[config.mk]
export PLATFORM = sky130hd
export DESIGN_NAME = usb_ctl_arbiter_flat
export DESIGN_NICKNAME = d
export VERILOG_FILES = /design/src/rtl/usb_ctl_arbiter_if.sv /design/src/rtl/usb_ctl_arbiter.sv /design/src/flat_wrapper.sv
export SDC_FILE = /design/constraint.sdc
export NUM_CORES = 1
export LEC_CHECK = 0
export ABC_CLOCK_PERIOD_IN_PS = 2250
export CORE_MARGIN = 2
export CORE_UTILIZATION = 36
export CTS_CLUSTER_DIAMETER = 150
export DETAILED_ROUTE_END_ITERATION = 16
export GPL_TIMING_DRIVEN = 0
export PLACE_DENSITY = 0.84
export SLEW_MARGIN = 10
export SYNTH_ARGS = -nofsm -noshare
export SYNTH_HDL_FRONTEND = slang
export SYNTH_SLANG_ARGS = --single-unit
[constraint.sdc]
create_clock -name clock -period 2.25 [get_ports clock]
set_input_delay 0.225 -clock clock [delete_from_list [all_inputs] [get_ports clock]]
set_output_delay 0.225 -clock clock [all_outputs]
set_load 0.03 [all_outputs]
[src/rtl/usb_ctl_arbiter_if.sv]
// Control-endpoint bundle between usb_xfer, usb_ctl_arbiter and the request handlers.
// master = arbiter view, slave = usb_xfer plus handler side.
interface usb_ctl_arbiter_if #(
  parameter int N_HND = 2
);
  logic                 xfer_req_i;
  logic                 xfer_gnt_o;
  logic                 xfer_done_o;
  logic                 xfer_stall_o;
  logic                 xfer_dvalid_i;
  logic                 xfer_tvalid_o;
  logic                 xfer_tlast_o;
  logic [7:0]           xfer_tdata_o;
  logic                 xfer_tready_i;
  logic [N_HND-1:0]     hnd_claim_i;
  logic [N_HND-1:0]     hnd_req_o;
  logic [N_HND-1:0]     hnd_gnt_i;
  logic [N_HND-1:0]     hnd_done_i;
  logic [N_HND-1:0]     hnd_dvalid_o;
  logic [N_HND-1:0]     hnd_tvalid_i;
  logic [N_HND-1:0]     hnd_tlast_i;
  logic [8*N_HND-1:0]   hnd_tdata_i;
  logic [N_HND-1:0]     hnd_tready_o;

  modport master (
    input  xfer_req_i, xfer_dvalid_i, xfer_tready_i,
    input  hnd_claim_i, hnd_gnt_i, hnd_done_i, hnd_tvalid_i, hnd_tlast_i, hnd_tdata_i,
    output xfer_gnt_o, xfer_done_o, xfer_stall_o, xfer_tvalid_o, xfer_tlast_o, xfer_tdata_o,
    output hnd_req_o, hnd_dvalid_o, hnd_tready_o
  );

  modport slave (
    output xfer_req_i, xfer_dvalid_i, xfer_tready_i,
    output hnd_claim_i, hnd_gnt_i, hnd_done_i, hnd_tvalid_i, hnd_tlast_i, hnd_tdata_i,
    input  xfer_gnt_o, xfer_done_o, xfer_stall_o, xfer_tvalid_o, xfer_tlast_o, xfer_tdata_o,
    input  hnd_req_o, hnd_dvalid_o, hnd_tready_o
  );
endinterface

[src/rtl/usb_ctl_arbiter.sv]
// N-way control-request arbiter: claim window, lowest-index ownership, STALL when unclaimed.
// Optional owner-accept watchdog enabled by defining USB_CTL_ARB_WATCHDOG_EN.
module usb_ctl_arbiter #(
  parameter int N_HND        = 2,
  parameter int CLAIM_CYCLES = 2,
  parameter int GNT_TIMEOUT  = 1024
) (
  input  logic                clock,
  input  logic                reset_n,
  usb_ctl_arbiter_if.master   ctl_if,
  output logic [2:0]          owner_o,
  output logic                busy_o
);

  typedef enum logic [1:0] {
    ST_IDLE  = 2'd0,
    ST_CLAIM = 2'd1,
    ST_OWN   = 2'd2,
    ST_STALL = 2'd3
  } state_t;

  if (N_HND < 2 || N_HND > 8 || CLAIM_CYCLES < 1 || CLAIM_CYCLES > 15 ||
      GNT_TIMEOUT < 1 || GNT_TIMEOUT > 65535) begin : g_bad_cfg
    $error("usb_ctl_arbiter: parameter out of range");
  end

  state_t             state_q, state_d;
  logic [3:0]         cnt_q, cnt_d;
  logic [N_HND-1:0]   claim_q, claim_d;
  logic [2:0]         owner_q, owner_d;
`ifdef USB_CTL_ARB_WATCHDOG_EN
  logic [15:0]        wd_q, wd_d;
`endif

  logic [N_HND-1:0]   own_sel_s;
  logic [N_HND-1:0]   claim_all_s;
  logic [2:0]         first_idx_s;
  logic [7:0]         tdata_sel_s;
  logic               gnt_sel_s;

  // Owner decode, priority pick over accumulated claims and owner data mux.
  always_comb begin
    claim_all_s = claim_q | ctl_if.hnd_claim_i;
    first_idx_s = 3'd0;
    tdata_sel_s = 8'h00;
    own_sel_s   = '0;
    for (int i = N_HND - 1; i >= 0; i--) begin
      first_idx_s = claim_all_s[i] ? 3'(i) : first_idx_s;
    end
    for (int i = 0; i < N_HND; i++) begin
      own_sel_s[i] = (owner_q == 3'(i));
      tdata_sel_s  = tdata_sel_s | (ctl_if.hnd_tdata_i[8*i +: 8] & {8{own_sel_s[i]}});
    end
    gnt_sel_s = |(ctl_if.hnd_gnt_i & own_sel_s);
  end

  // Next-state logic and owner-only routing of handshake and stream signals.
  always_comb begin
    state_d = state_q;
    cnt_d   = cnt_q;
    claim_d = claim_q;
    owner_d = owner_q;
`ifdef USB_CTL_ARB_WATCHDOG_EN
    wd_d    = wd_q;
`endif
    ctl_if.xfer_gnt_o    = 1'b0;
    ctl_if.xfer_done_o   = 1'b0;
    ctl_if.xfer_stall_o  = 1'b0;
    ctl_if.xfer_tvalid_o = 1'b0;
    ctl_if.xfer_tlast_o  = 1'b0;
    ctl_if.xfer_tdata_o  = 8'h00;
    ctl_if.hnd_req_o     = '0;
    ctl_if.hnd_dvalid_o  = '0;
    ctl_if.hnd_tready_o  = '0;

    case (state_q)
      ST_IDLE: begin
        if (ctl_if.xfer_req_i) begin
          state_d = ST_CLAIM;
          cnt_d   = 4'd0;
          claim_d = '0;
        end else begin
          state_d = ST_IDLE;
        end
      end

      ST_CLAIM: begin
        if (!ctl_if.xfer_req_i) begin
          state_d = ST_IDLE;
          claim_d = '0;
        end else if (cnt_q == 4'(CLAIM_CYCLES - 1)) begin
          claim_d = claim_all_s;
          if (|claim_all_s) begin
            owner_d = first_idx_s;
            state_d = ST_OWN;
`ifdef USB_CTL_ARB_WATCHDOG_EN
            wd_d    = 16'd0;
`endif
          end else begin
            state_d = ST_STALL;
          end
        end else begin
          cnt_d   = cnt_q + 4'd1;
          claim_d = claim_all_s;
        end
      end

      ST_OWN: begin
        ctl_if.hnd_req_o     = own_sel_s & {N_HND{ctl_if.xfer_req_i}};
        ctl_if.xfer_gnt_o    = gnt_sel_s;
        ctl_if.xfer_done_o   = |(ctl_if.hnd_done_i & own_sel_s);
        ctl_if.xfer_tvalid_o = |(ctl_if.hnd_tvalid_i & own_sel_s);
        ctl_if.xfer_tlast_o  = |(ctl_if.hnd_tlast_i & own_sel_s);
        ctl_if.xfer_tdata_o  = tdata_sel_s;
        ctl_if.hnd_tready_o  = own_sel_s & {N_HND{ctl_if.xfer_tready_i}};
        ctl_if.hnd_dvalid_o  = own_sel_s & {N_HND{ctl_if.xfer_dvalid_i}};
        if (!ctl_if.xfer_req_i) begin
          state_d = ST_IDLE;
        end else begin
`ifdef USB_CTL_ARB_WATCHDOG_EN
          // The owner's request is withdrawn in the same cycle the timeout fires.
          if (gnt_sel_s) begin
            wd_d = wd_q;
          end else if (wd_q == 16'(GNT_TIMEOUT - 1)) begin
            ctl_if.hnd_req_o = '0;
            state_d          = ST_STALL;
          end else begin
            wd_d = wd_q + 16'd1;
          end
`else
          state_d = ST_OWN;
`endif
        end
      end

      ST_STALL: begin
        ctl_if.xfer_stall_o = 1'b1;
        ctl_if.xfer_done_o  = 1'b1;
        if (!ctl_if.xfer_req_i) begin
          state_d = ST_IDLE;
        end else begin
          state_d = ST_STALL;
        end
      end

      default: begin
        state_d = ST_IDLE;
        claim_d = '0;
      end
    endcase
  end

  // State, claim window and owner registers.
  always_ff @(posedge clock or negedge reset_n) begin
    if (!reset_n) begin
      state_q <= ST_IDLE;
      cnt_q   <= 4'd0;
      claim_q <= '0;
      owner_q <= 3'd0;
    end else begin
      state_q <= state_d;
      cnt_q   <= cnt_d;
      claim_q <= claim_d;
      owner_q <= owner_d;
    end
  end

`ifdef USB_CTL_ARB_WATCHDOG_EN
  // Owner-accept watchdog counter.
  always_ff @(posedge clock or negedge reset_n) begin
    if (!reset_n) begin
      wd_q <= 16'd0;
    end else begin
      wd_q <= wd_d;
    end
  end
`endif

  assign owner_o = owner_q;
  assign busy_o  = (state_q != ST_IDLE);

endmodule

[src/flat_wrapper.sv]
// flat-port wrapper written by rule: the top's interface ports become plain ports
module usb_ctl_arbiter_flat 
#(
  parameter int N_HND        = 2,
  parameter int CLAIM_CYCLES = 2,
  parameter int GNT_TIMEOUT  = 1024
)
  (clock, reset_n, owner_o, busy_o, ctl_if_xfer_req_i, ctl_if_xfer_dvalid_i, ctl_if_xfer_tready_i, ctl_if_hnd_claim_i, ctl_if_hnd_gnt_i, ctl_if_hnd_done_i, ctl_if_hnd_tvalid_i, ctl_if_hnd_tlast_i, ctl_if_hnd_tdata_i, ctl_if_xfer_gnt_o, ctl_if_xfer_done_o, ctl_if_xfer_stall_o, ctl_if_xfer_tvalid_o, ctl_if_xfer_tlast_o, ctl_if_xfer_tdata_o, ctl_if_hnd_req_o, ctl_if_hnd_dvalid_o, ctl_if_hnd_tready_o);
  usb_ctl_arbiter_if #(.N_HND(N_HND)) ctl_if_i ();
  input  logic clock;
  input  logic reset_n;
  output logic [2:0] owner_o;
  output logic busy_o;
  input wire logic [$bits(ctl_if_i.xfer_req_i)-1:0] ctl_if_xfer_req_i;
  input wire logic [$bits(ctl_if_i.xfer_dvalid_i)-1:0] ctl_if_xfer_dvalid_i;
  input wire logic [$bits(ctl_if_i.xfer_tready_i)-1:0] ctl_if_xfer_tready_i;
  input wire logic [$bits(ctl_if_i.hnd_claim_i)-1:0] ctl_if_hnd_claim_i;
  input wire logic [$bits(ctl_if_i.hnd_gnt_i)-1:0] ctl_if_hnd_gnt_i;
  input wire logic [$bits(ctl_if_i.hnd_done_i)-1:0] ctl_if_hnd_done_i;
  input wire logic [$bits(ctl_if_i.hnd_tvalid_i)-1:0] ctl_if_hnd_tvalid_i;
  input wire logic [$bits(ctl_if_i.hnd_tlast_i)-1:0] ctl_if_hnd_tlast_i;
  input wire logic [$bits(ctl_if_i.hnd_tdata_i)-1:0] ctl_if_hnd_tdata_i;
  output wire logic [$bits(ctl_if_i.xfer_gnt_o)-1:0] ctl_if_xfer_gnt_o;
  output wire logic [$bits(ctl_if_i.xfer_done_o)-1:0] ctl_if_xfer_done_o;
  output wire logic [$bits(ctl_if_i.xfer_stall_o)-1:0] ctl_if_xfer_stall_o;
  output wire logic [$bits(ctl_if_i.xfer_tvalid_o)-1:0] ctl_if_xfer_tvalid_o;
  output wire logic [$bits(ctl_if_i.xfer_tlast_o)-1:0] ctl_if_xfer_tlast_o;
  output wire logic [$bits(ctl_if_i.xfer_tdata_o)-1:0] ctl_if_xfer_tdata_o;
  output wire logic [$bits(ctl_if_i.hnd_req_o)-1:0] ctl_if_hnd_req_o;
  output wire logic [$bits(ctl_if_i.hnd_dvalid_o)-1:0] ctl_if_hnd_dvalid_o;
  output wire logic [$bits(ctl_if_i.hnd_tready_o)-1:0] ctl_if_hnd_tready_o;
  assign ctl_if_i.xfer_req_i = ctl_if_xfer_req_i;
  assign ctl_if_i.xfer_dvalid_i = ctl_if_xfer_dvalid_i;
  assign ctl_if_i.xfer_tready_i = ctl_if_xfer_tready_i;
  assign ctl_if_i.hnd_claim_i = ctl_if_hnd_claim_i;
  assign ctl_if_i.hnd_gnt_i = ctl_if_hnd_gnt_i;
  assign ctl_if_i.hnd_done_i = ctl_if_hnd_done_i;
  assign ctl_if_i.hnd_tvalid_i = ctl_if_hnd_tvalid_i;
  assign ctl_if_i.hnd_tlast_i = ctl_if_hnd_tlast_i;
  assign ctl_if_i.hnd_tdata_i = ctl_if_hnd_tdata_i;
  assign ctl_if_xfer_gnt_o = ctl_if_i.xfer_gnt_o;
  assign ctl_if_xfer_done_o = ctl_if_i.xfer_done_o;
  assign ctl_if_xfer_stall_o = ctl_if_i.xfer_stall_o;
  assign ctl_if_xfer_tvalid_o = ctl_if_i.xfer_tvalid_o;
  assign ctl_if_xfer_tlast_o = ctl_if_i.xfer_tlast_o;
  assign ctl_if_xfer_tdata_o = ctl_if_i.xfer_tdata_o;
  assign ctl_if_hnd_req_o = ctl_if_i.hnd_req_o;
  assign ctl_if_hnd_dvalid_o = ctl_if_i.hnd_dvalid_o;
  assign ctl_if_hnd_tready_o = ctl_if_i.hnd_tready_o;
  usb_ctl_arbiter #(.N_HND(N_HND), .CLAIM_CYCLES(CLAIM_CYCLES), .GNT_TIMEOUT(GNT_TIMEOUT)) u_core (.clock(clock), .reset_n(reset_n), .ctl_if(ctl_if_i), .owner_o(owner_o), .busy_o(busy_o));
endmodule
* Yosys cells after proc, flatten, opt, wreduce, memory -nomap -nowiden
Index checks and enable logic that the tools add are counted.
** Word-level totals
- Flip-flop bits (word level) :: 11
- Bits of input ports :: 31
- Output and inout bits :: 23
** Operators by class
- Add/subtract/negate cells :: 1
- Equal/unequal tests :: 9
- Mux-type cells :: 25
- Bitwise gates (word level) :: 11
- Reductions and logical operators :: 12
** Operators by type and width (count)
- 2-bit two-way mux :: 9
- 8-bit bitwise AND :: 2
- 2-bit bitwise AND :: 7
- 4-bit two-way mux :: 3
- 2-bit OR reduction :: 5
- 8-bit two-way mux :: 1
- 8-bit OR :: 1
- 2-bit one-hot mux with 4 select lines :: 1
- 4-bit one-hot mux with 2 select lines :: 1
- 4-bit AND reduction :: 2
- 1-bit two-way mux :: 7
- 2-bit != test (second input constant) :: 3
- 4-bit by 1-bit adder with 4-bit output (second input constant) :: 1
- 2-bit equality test (second input constant) :: 2
- 4-bit by 1-bit equality test with 1-bit output (second input constant) :: 1
- 2-bit one-hot mux with 2 select lines :: 1
- 2-bit nonzero test :: 2
- 3-bit by 1-bit equality test with 1-bit output (second input constant) :: 1
- 3-bit zero test :: 1
- 3-bit two-way mux :: 1
- 3-bit by 2-bit != test with 1-bit output (second input constant) :: 1
- 2-bit by 1-bit equality test with 1-bit output (second input constant) :: 1
- 2-bit zero test :: 1
- 2-bit OR :: 1
- 2 further kinds :: 2

* Logic depth before layout (Yosys ltp)
- Depth in word-level cells :: 6
- Mapped depth :: 5
- Mapped depth without buffers :: 5

* Worst setup path before layout
OpenSTA, ideal clock, no wires.
- Kind :: reg-to-output
- Start point :: register u_core.owner_q[0], in the netlist u_core.owner_o[0]
- End point :: output ctl_if_hnd_req_o[0]
- Arrival time :: 1.672 ns
- Path slack :: 0.353 ns
- Cell stages (with the launch flop) :: 4
- Path buffers :: 2
- Path through :: dfrtp_1 > buf_2 > buf_2 > nor3b_1
** On the way
- Longest elaborated chain between the ends :: 3
** RTL lines
- from (decl) :: RTL line usb_ctl_arbiter.sv:30 : logic [2:0] owner_q, owner_d;
- from (signal assigned) :: RTL line usb_ctl_arbiter.sv:164 : owner_q <= owner_d;
- 3-bit zero test :: RTL line usb_ctl_arbiter.sv:51 : own_sel_s[i] = (owner_q == 3'(i));
- 2-bit bitwise AND :: RTL line usb_ctl_arbiter.sv:109 : ctl_if.hnd_req_o = own_sel_s & {N_HND{ctl_if.xfer_req_i}};
- 2-bit two-way mux :: RTL line usb_ctl_arbiter.sv:76 : case (state_q)
- to (decl) :: RTL line flat_wrapper.sv:29 : output wire logic [$bits(ctl_if_i.hnd_req_o)-1:0] ctl_if_hnd_req_o;
Every way passes these cells.

* Worst setup path in the final report
- Start point :: register u_core.state_q[0]
- End point :: output ctl_if_xfer_tvalid_o
** On the way
- Longest elaborated chain between the ends :: 2
** RTL lines
- from (decl) :: RTL line usb_ctl_arbiter.sv:27 : state_t state_q, state_d;
- from (signal assigned) :: RTL line usb_ctl_arbiter.sv:161 : state_q <= state_d;
- 2-bit equality test :: RTL line usb_ctl_arbiter.sv:76
- 1-bit two-way mux :: RTL line usb_ctl_arbiter.sv:76
- to (decl) :: RTL line flat_wrapper.sv:26 : output wire logic [$bits(ctl_if_i.xfer_tvalid_o)-1:0] ctl_if_xfer_tvalid_o;
Every way passes these cells.

==> results.py <==
metrics = {
    "place": {
        "hpwl_um": 2010,
        "place_worst_setup_slack_ps": 178,
        "io_buffers": 51,
        "place.gp.congestion": 0.759,
        "dp_cells": 171,
    },
    "final_layout": {
        "final_net_count": 182,
        "drive_above_1_share_pct": 6.08,
        "diodes": 0,
        "final_cell_count_no_fill": 175,
        "synthToLayoutAreaGrowth_pct": 76.0,
        "seqCellArea_sq_um": 225,
        "fillCellCount": 197,
        "multi_input_area_sq_um": 479,
    },
    "clocking": {
        "htreeDepth": 1,
        "insertion_delay_ps": 260,
        "cts-root-buf": "clkbuf_4",
        "cts.repair.resized": 13,
        "cts_max_path_buffers": 2,
        "cts_tree": "built",
        "path_clk_slew_ps": 60,
        "postCtsHoldBufs": 0,
        "postCtsSetupRepairBufs": 0,
        "clock-sinks": 9,
        "cts_made_buffers": 3,
    },
    "route": {
        "wl_per_cell_um": 14.1,
        "drtIter0Drc": 25,
        "drt_wl_total_um": 2470,
        "vias_per_cell": 5.01,
        "drtPass1Iterations": 4,
        "vias": 877,
        "drc_errors": 0,
        "antenna_left": 0,
    },
    "timing": {
        "setup_slack_ps": 187,
        "min_period_ps": 2060,
        "fin_skew_ps": 0.227,
        "hold_viol_final": 0,
        "tightest_slew_ps": 595,
        "finalSetupTns_ps": 0,
        "max_freq_mhz": 485,
        "relSlewSlack_pct": 60.3,
        "setup_viol": 0,
        "fin_crit_sh_pct": 91.7,
        "rsz0062_at_grt": "no",
        "slew_violations": 0,
    },
    "die": {
        "core_sq_um": 1960,
        "start_util_pct": 37.9,
        "fp.dieArea_sq_um": 2450,
        "rows": 16,
        "die_h_um": 49.5,
        "ios": 54,
        "fp.dieW_um": 49.5,
    },
    "power_and_ir_drop": {
        "seq_power_share_pct": 26.3,
        "vdd_drop_max_mv": 0.531,
        "combPwrFrac_pct": 61.3,
        "clkPwrFrac_pct": 12.4,
        "internal_power_mw": 0.562,
        "swShare_pct": 45.2,
        "power.density_nw_per_um2": 782,
        "p_leak_nw": 0.667,
        "power_switching_mw": 0.463,
    },
    "outcome": {
        "status": "completed",
    },
    "run": {
        "drv_cap": 0,
    },
    "global_route": {
        "grt_pass1_vias": 852,
        "grt-ovfl-total": 0,
        "grt_usage_pct": 21.8,
        "grt_max_degree": 11,
        "grt_antenna_before_repair": 0,
        "grt_pass1_wl_um": 4100,
    },
    "critical_path": {
        "critPathArrivalTime_ps": 1840,
        "slowest_delay_ps": 430,
        "cp_data_required_time_ps": 2030,
        "path_cells": "inv_1 -> nand2_1 -> clkbuf_1 -> nor2_1 -> dlygate4sd2_1",
        "worstSetupEndpointType": "output pin",
        "crit_type": "reg2out",
        "crit_slowest_cell": "dlygate4sd2_1",
        "worstPathMaxFanout": 10,
        "worst-r2r-cell-count": 5,
        "start_kind": "flop",
    },
    "logic_synthesis": {
        "ys_top_cells_by_area": "dfrtp_1 (30%), mux2i_1 (16%), nor2_1 (7.6%)",
        "ys_ff_latch": 9,
        "synthesis.area_sq_um": 744,
        "synth_cell_type_count": 29,
        "ys.warnings.count": 0,
        "synth_top_area_cell": "dfrtp_1",
        "ys_seq_area_share_pct": 30.3,
        "avgSynthCellArea_sq_um": 8.09,
        "netlist_instances": 92,
        "synth_top_area_share_pct": 30.3,
    },
    "hold_path": {
        "min_path_type": "in2async",
    },
}
## registers in the layout (all words and copies together), names as in the netlist
name and count:
u_core.claim_q 2, u_core.state_q 2, u_core.owner_o 1, u_core.cnt_q 4
## cells in the mapped netlist (all sizes together)
cell type and instances:
or4 2, o311a 1, a21boi 1, nor4 2, a2bb2oi 1, dfrtp 9, conb 1, o311ai 1
nor2 15, buf 4, inv 3, a21oi 3, nand4 1, and3 3, or3b 1, nand3 5
mux2i 12, clkbuf 2, ha 2, nor3 1, nor3b 4, nand2 8, o21ai 4, nand2b 2
nor2b 2, o21bai 1, o211ai 1
## final timing paths
check                                               from                            end  slack [ps]
hold / removal                                   reset_n    u_core.cnt_q[1]$_DFFE_PN0P_         260
setup reg to reg             u_core.cnt_q[1]$_DFFE_PN0P_  u_core.state_q[0]$_DFFE_PN0P_         480
setup / recovery           u_core.state_q[0]$_DFFE_PN0P_           ctl_if_xfer_tvalid_o         190
min in group clock         u_core.claim_q[0]$_DFFE_PN0P_  u_core.claim_q[0]$_DFFE_PN0P_         550
hold reg to reg            u_core.claim_q[0]$_DFFE_PN0P_  u_core.claim_q[0]$_DFFE_PN0P_         550
max in group asynchronous                        reset_n  u_core.owner_o[0]$_DFFE_PN0P_        1700
## cells in the final DEF, fill, tap and decap left out, types with 2 or more instances in the layout
| cell | count |
|---|---|
| nor2_1 | 15 |
| buf_2 | 2 |
| dlymetal6s2s_1 | 3 |
| clkdlybuf4s50_1 | 35 |
| mux2i_1 | 12 |
| nor2b_1 | 2 |
| inv_1 | 3 |
| clkbuf_4 | 3 |
| or4_1 | 2 |
| a21oi_1 | 3 |
| nand2_1 | 8 |
| nor3b_1 | 4 |
| nand3_1 | 5 |
| conb_1 | 2 |
| nand2b_1 | 2 |
| o21ai_0 | 4 |
| dfrtp_1 | 9 |
| clkbuf_1 | 3 |
| buf_4 | 2 |
| dlygate4sd2_1 | 13 |
| and3_1 | 3 |
| ha_1 | 2 |
## routing by layer
layer  global-route usage (%)  share of wire (%)  up-vias
met5                        0                  0        -
met3                     5.15                4.5        6
li1                         -                  -      435
met2                     38.1                 55       27
met1                     25.9                 39      409
met4                     7.87                2.0        0
## layout make-up
type / count / area share, %
Multi-Input combinational cell: 75 / 36.6
Timing Repair Buffer: 51 / 38.3
Clock buffer: 4 / 2.01
Tap cell: 27 / 2.58
Buffer: 6 / 2.48
Sequential cell: 9 / 17.2
Inverter: 3 / 0.860
## cell families after synthesis
| family | after synthesis | share of synthesized area [%] |
|---|---|---|
| compound gates | 13 | 11.4 |
| flops | 9 | 30.3 |
| simple gates | 46 | 32.4 |
| mux | 12 | 16.1 |
| fa+ha+maj | 2 | 3.36 |
| buf+inv | 9 | 5.88 |
| other cells | 1 | 0.504 |
## power groups by stage
stage                     clock network, mW  registers (mW)  logic [mW]
after floorplan                           0           0.278       0.409
after global placement                    0           0.267       0.623
after detailed placement                  0           0.271       0.643
after CTS                             0.131           0.268       0.631
after global routing                  0.140           0.277       0.685
final                                 0.127           0.269       0.628
## critical path: cells and delay by family, from the launching register on
family / cells / cell delay (ps)
flops: 1 / 370
buf+inv: 3 / 850
simple gates: 2 / 350
## per-stage QoR
stage               area (sq um)  hold slack [ps]  total power, mW  util, %
finish                      1310              261             1.02     66.8
global route                1310              287             1.10     66.8
CTS                         1300              274             1.03     66.4
detailed placement          1290              533            0.914     65.9
global placement            1290              510            0.890     65.9
floorplan                    748            -70.6            0.686        -
Note: power is estimated with default switching activity, not from simulation.
==> RTL change 1, RTL diff (same flow settings) <==
`N_HND` is set to 2 in 3 places; all go to 4.
--- a/src/rtl/usb_ctl_arbiter_if.sv
+++ b/src/rtl/usb_ctl_arbiter_if.sv
@@ -2,5 +2,5 @@
 // master = arbiter view, slave = usb_xfer plus handler side.
 interface usb_ctl_arbiter_if #(
-  parameter int N_HND = 2
+  parameter int N_HND = 4
 );
   logic                 xfer_req_i;
--- a/src/rtl/usb_ctl_arbiter.sv
+++ b/src/rtl/usb_ctl_arbiter.sv
@@ -2,5 +2,5 @@
 // Optional owner-accept watchdog enabled by defining USB_CTL_ARB_WATCHDOG_EN.
 module usb_ctl_arbiter #(
-  parameter int N_HND        = 2,
+  parameter int N_HND        = 4,
   parameter int CLAIM_CYCLES = 2,
   parameter int GNT_TIMEOUT  = 1024
--- a/src/flat_wrapper.sv
+++ b/src/flat_wrapper.sv
@@ -2,5 +2,5 @@
 module usb_ctl_arbiter_flat 
 #(
-  parameter int N_HND        = 2,
+  parameter int N_HND        = 4,
   parameter int CLAIM_CYCLES = 2,
   parameter int GNT_TIMEOUT  = 1024
Ports: changed (9 resized); port bits go from 54 to 86. No check against the original RTL was run, so the function may have changed too.
==> RTL change 1 against the original RTL <==
Final area rose by 53%. Largest power group unchanged. Area after synthesis is 49% higher. Sequential power rose by 41%. Final cell count grew 36%. Power grew 51%. Die area rose by 45%. Setup slack got worse by 0.11 ns. Sequential cell count increased by 3. Routed wire length up 55%. Non-clock buffer count increased by 34. Register-to-register slack worse by 0.07 ns.
==> RTL change 1: results (changes against the original RTL) <==
The total routing usage reported by global routing came out at 21.27% (-0.51 points). The number of antenna violations at the first check in global routing came out at 0 (unchanged). The delay of the slowest cell on the worst path came to 0.45 ns (+0.02 ns). The run finished with clean final reports. The first-pass GRT wire length is 5.733 mm (+40%). Summed over all instances, the cell type with the most area after synthesis is dfrtp_1. The peak ir drop on the vdd network is 0.3902 mV (-27%). The maximum level of the CTS H-tree came out at 1 (unchanged). The number of global-route vias before repair is 1,247 (+46%). After synthesis, the most frequently instantiated cells are 15 x nor2_1, 13 x nand2_1, 12 x and2_1, 12 x dfrtp_1, 12 x mux4_2. In this design, the largest share of critical-path delay is due to buffers and inverters. The slew at the pin closest to its max-slew limit is 0.5471 ns (-0.04742 ns).

The DRC violation count after routing is 0 (unchanged). The root buffer selected by CTS is clkbuf_4. The tightest min-delay check is of the input port to asynchronous set/reset pin type. The final net count came to 266 (+46%).

The total routed wirelength is 3.837 mm (+55%). The number of nets in the synthesized netlist is ~180. The worst reg-to-reg path cell count came to 6 (+1). The static leakage is 0.8839 nW (+33%). The number of buffers created by CTS came out at 3 (unchanged). The via density per instance is 5.408 (+7.9%). The total of fill cells in the finished design came out at 253 (+28%). The proportion of synthesized chip area in sequential cells is 27.03% (-3.2 points).

The Yosys warning count came out at 0 (unchanged). The largest registers in the layout are u_core.claim_q: 4 flops, u_core.cnt_q: 4 flops. The number of buffers on the longest clock path came out at 2 (unchanged). The number of I/O port buffers came to 84 (+65%).

The synthesized instance count was 118 (+28%). The largest net degree at the start of global routing is 13 (+2). The largest fanout on the critical path came out at 10 (unchanged). The share of synthesized registers carrying an async set or reset was 100.0% (unchanged).

The data arrival time at the worst-slack endpoint is 1.95 ns (+0.11 ns). The highest-delay cell along the critical path is dfrtp_1. The final clock skew is 0.0002657 ns (+0.00003850 ns). The number of distinct library cells after synthesis came out at 28 (-3.4%). The share of layout cells above drive strength 1 came to 16.10% (+10 points). Clock-pin slew was measured on the worst setup and hold paths at 0.07 ns. The last weighted congestion value of the routability-driven placer came out at 0.7911 (+4.2%). The total instance count after detailed placement came out at 235 (+37%). The detailed placement HPWL came out at 3.166 mm (+58%). The initial detailed-routing violation count came out at 28 (+12%). The clock insertion delay at the later pin of the skew report is 0.26 ns (about the same). The average routed wire per standard cell came out at 16.12 um (+14%). The antenna cell count is 0 (unchanged). Ranked by total cell area, the synthesized netlist is headed by dfrtp_1 27%, mux4_2 24%, and2_1 6.8%.

The first-pass detailed-route iteration total came out at 4 (unchanged). The cts-stage hold buffer count is 0 (unchanged).
==> RTL change 1: cell count changes after synthesis, moves of 4 or more <==
| cell | before | now |
|---|---|---|
| a21oi_1 | 3 | 7 |
| nand3_1 | 5 | 1 |
| o21ai_0 | 4 | 9 |
| nor3_1 | 1 | 5 |
| mux4_2 | 0 | 12 |
| mux2i_1 | 12 | 0 |
| and2_1 | 0 | 12 |
| nand2_1 | 8 | 13 |
==> RTL change 1: layer usage <==
| metal | GRT usage (%) | up-vias | wire length (um) |
|---|---|---|---|
| met3 | 3.275 | 8 | 306 |
| met1 | 22.70 | 616 | 1403 |
| met5 | 0 | - | 0 |
| li1 | - | 603 | - |
| met2 | 41.60 | 60 | 2060 |
| met4 | 7.302 | 0 | 66 |
==> RTL change 1: stage by stage <==
stage	setup slack, ns	cell area [sq um]
2_1_floorplan	0.2849	1111
3_3_place_gp	-0.1872	1993
3_5_place_dp	-0.2122	1993
4_1_cts	0.01477	2008
5_1_grt	0.0009031	2006
6_report	0.07891	2006
==> RTL change 1: power by group <==
part,switching (mW),internal [mW],leakage [nW],total (mW)
clock network,0.0700,0.0618,0.0138,0.132
registers,0.0887,0.290,0.157,0.379
logic,0.508,0.531,0.713,1.04
==> RTL change 1: kinds of logic after synthesis <==
kind of cell             after synthesis  share of synthesized area (%)
AND/OR/NAND/NOR                       59                          29.17
AO/OA/AOI/OAI                         22                          11.60
multiplexers                          13                          25.68
flip-flops                            12                          27.03
buffers and inverters                  9                          3.941
adder cells (fa/ha/maj)                2                          2.252
other                                  1                         0.3375
==> RTL change 1: timing repair <==
action / 4_1_cts / 5_1_grt
buffers inserted: 0 / 0
resized for setup: 32 / 6
endpoints found under the setup margin: 24 / 3
==> RTL change 1: cell type report <==
type	count	area, sq um	area share [%]
plain buffers	7	55.05	2.745
clock buffers	3	22.52	1.123
inverters	2	7.507	0.3743
multi-input cells	97	774.5	38.62
flip-flops and latches	12	300.3	14.97
well taps	33	41.29	2.059
repair buffers	84	804.5	40.11
==> RTL change 1: final timing paths <==
check	start	to	slack, ns
min in group clock	u_core.claim_q[1]	u_core.claim_q[1]	0.55
hold reg to reg	u_core.claim_q[1]	u_core.claim_q[1]	0.55
hold / removal	reset_n	u_core.cnt_q[3]	0.31
setup reg to reg	u_core.cnt_q[1]	u_core.owner_o[0]	0.41
max in group asynchronous	reset_n	u_core.cnt_q[0]	1.58
setup / recovery	u_core.state_q[1]	ctl_if_xfer_tdata_o[3]	0.08
==> RTL change 2, RTL diff (same flow settings) <==
Without the edit above. The 4 states of `state_t` get a Gray code encoding in 2 bits.
--- a/src/rtl/usb_ctl_arbiter.sv
+++ b/src/rtl/usb_ctl_arbiter.sv
@@ -14,8 +14,8 @@
 
   typedef enum logic [1:0] {
-    ST_IDLE  = 2'd0,
-    ST_CLAIM = 2'd1,
-    ST_OWN   = 2'd2,
-    ST_STALL = 2'd3
+    ST_IDLE  = 2'b00,
+    ST_CLAIM = 2'b01,
+    ST_OWN   = 2'b11,
+    ST_STALL = 2'b10
   } state_t;
 
Behaviour: same outputs for any inputs over 10 cycles, from zero or initial values and one cycle with reset_n low; not proved beyond that.
==> RTL change 2 against the original RTL <==
Register-to-register slack improved by 0.25 ns. Setup slack got worse by 0.13 ns. Critical path depth decreased by 1. Final area increased by 2.5%. Combinational power increased by 2%. Routed wire length decreased by 4.6%. Area after synthesis increased by 4.2%. Final cell count increased by 0.57%. Clock skew increased by 0.0075 ns. Count of clock-buffer cells in the layout unchanged. First-iteration DRC count decreased by 68%. Sequential cell count unchanged. Power increased by 1.0%. Highest routed layer unchanged.
==> RTL change 2: results (changes against the original RTL) <==
The data arrival time at the worst-slack endpoint came out at 1.97 ns (+0.13 ns). The initial detailed-routing violation count is 8 (-68%). The post-synthesis compound-gate area fraction came out at 11.94% (+0.51 points). The total routed wirelength is 2.357 mm (-4.6%). Sorting the synthesized cells by area gives the leading types as dfrtp_1 29%, mux2i_1 15%, nor2_1 6.8%. The first-pass GRT wire length came out at 3.788 mm (-7.6%). For this design, the slowest cell found on the critical path is clkdlybuf4s50_1.

The normalized max-slew margin came out at 66.00% (+5.7 points). The total instance count after detailed placement came out at 173 (+1.2%). The final clock skew came to 0.007714 ns (+0.007487 ns). The number of distinct library cells after synthesis is 31 (+6.9%). The worst reg-to-reg path cell count came out at 5 (unchanged). The delay of the slowest cell on the worst path came to 0.69 ns (+0.26 ns). The total routing usage reported by global routing came out at 20.04% (-1.7 points). The last weighted congestion value of the routability-driven placer is 0.7763 (+2.3%). The synthesized-area fraction occupied by adder cells came to 3.226% (-0.14 points). The static leakage is 0.6449 nW (-3.2%).

The count of vias placed by the detailed router came out at 875 (-0.23%). The run finished with clean final reports. The number of buffers created by CTS came out at 3 (unchanged). The synthesized instance count is 94 (+2.2%). In this run the critical register-to-register path is captured at u_core.owner_o[0]. The proportion of synthesized area in mux cells came out at 15.48% (-0.65 points).

The largest registers in the layout are u_core.cnt_q: 4 flops, u_core.claim_q: 2 flops, u_core.state_q: 2 flops. The final cell count without fillers came out at 176 (+0.57%). The worst-case register-to-register setup slack came out at 0.73 ns (+0.25 ns). The number of global-route vias before repair was 807 (-5.3%). The instance area at placement is 1324 sq um (+2.4%). The commonest cells after synthesis are 14 x nor2_1, 12 x mux2i_1, 9 x dfrtp_1.

The share of synthesized registers carrying an async set or reset is 100.0% (unchanged). The total of fill cells in the finished design is 175 (-11%). The detailed placement HPWL is 1.867 mm (-7.1%).

The peak ir drop on the vdd network came out at 0.5352 mV (+0.81%). The proportion of synthesized chip area in sequential cells is 29.03% (-1.2 points). The share of layout cells above drive strength 1 is 8.725% (+2.6 points).
RTL change 2: cell count changes in the layout (fill, tap and decap cells not counted), sizes merged, moves of 2 or more:
cell | unedited run | this run
nand2 | 8 | 6
or4 | 2 | 0
clkdlybuf4s50 | 35 | 38
dlygate4sd2 | 13 | 11
nand4b | 0 | 2
RTL change 2: repair_timing:
| item | CTS | global route |
|---|---|---|
| setup endpoints to repair | 13 | 5 |
| hold buffers | 0 | 0 |
| pin swaps | 0 | 0 |
| endpoints found under the hold margin | 0 | 0 |
| gates resized for setup | 12 | 3 |
RTL change 2: per-stage QoR:
step	hold WS (ns)	setup WS [ns]	setup TNS (ns)	util [%]
4_1_cts	0.2485	0.03879	0	66.69
2_1_floorplan	-0.07059	0.3478	0	-
6_report	0.2512	0.05440	0	67.06
3_3_place_gp	0.4961	0.1679	0	66.13
3_5_place_dp	0.5082	0.1162	0	66.13
5_1_grt	0.2665	-0.001803	-0.001803	67.06
RTL change 2: routing by layer:
layer  wire, um  up-vias  global-route usage [%]
li1           -      439                       -
met1        975      404                   24.63
met2       1202       25                   31.36
met3        118        7                   5.952
met4         60        0                   10.81
met5          0        -                       0
RTL change 2: how the worst max path moves through the flow:
stage,from,endpoint,slack [ns],cells after the start
2_1_floorplan,u_core.owner_o[0],ctl_if_hnd_req_o[0],0.35,3
3_3_place_gp,u_core.state_q[0],ctl_if_xfer_tdata_o[7],0.17,5
3_5_place_dp,u_core.state_q[0],ctl_if_xfer_tdata_o[3],0.12,5
4_1_cts,u_core.owner_o[0],ctl_if_hnd_req_o[0],0.04,4
5_1_grt,u_core.owner_o[0],ctl_if_hnd_tready_o[0],-0.002,4
6_report,u_core.owner_o[0],ctl_if_hnd_tready_o[0],0.05,4
RTL change 2: area by class of cell:
| type | count | area (sq um) | area share [%] |
|---|---|---|---|
| Buffer | 7 | 43.79 | 3.262 |
| Multi-Input combinational cell | 76 | 504.2 | 37.56 |
| Sequential cell | 9 | 225.2 | 16.78 |
| Timing Repair Buffer | 51 | 501.7 | 37.37 |
| Clock buffer | 4 | 26.28 | 1.957 |
| Tap cell | 27 | 33.78 | 2.516 |
| Inverter | 2 | 7.507 | 0.5592 |
RTL change 2: report_power, final:
group	switching [mW]	leakage (nW)	internal [mW]	total, mW
logic	0.343	0.512	0.300	0.643
clock network	0.0572	0.0150	0.0684	0.126
registers	0.0544	0.117	0.213	0.267
total	0.454	0.645	0.581	1.04
RTL change 2: logic make-up (layout without fill, tap and decap cells):
logic type | count (synthesis) | count (layout)
AO/OA/AOI/OAI | 14 | 14
adder cells (fa/ha/maj) | 2 | 2
buffers and inverters | 10 | 64
flip-flops | 9 | 9
multiplexers | 12 | 12
other | 1 | 2
AND/OR/NAND/NOR | 46 | 46
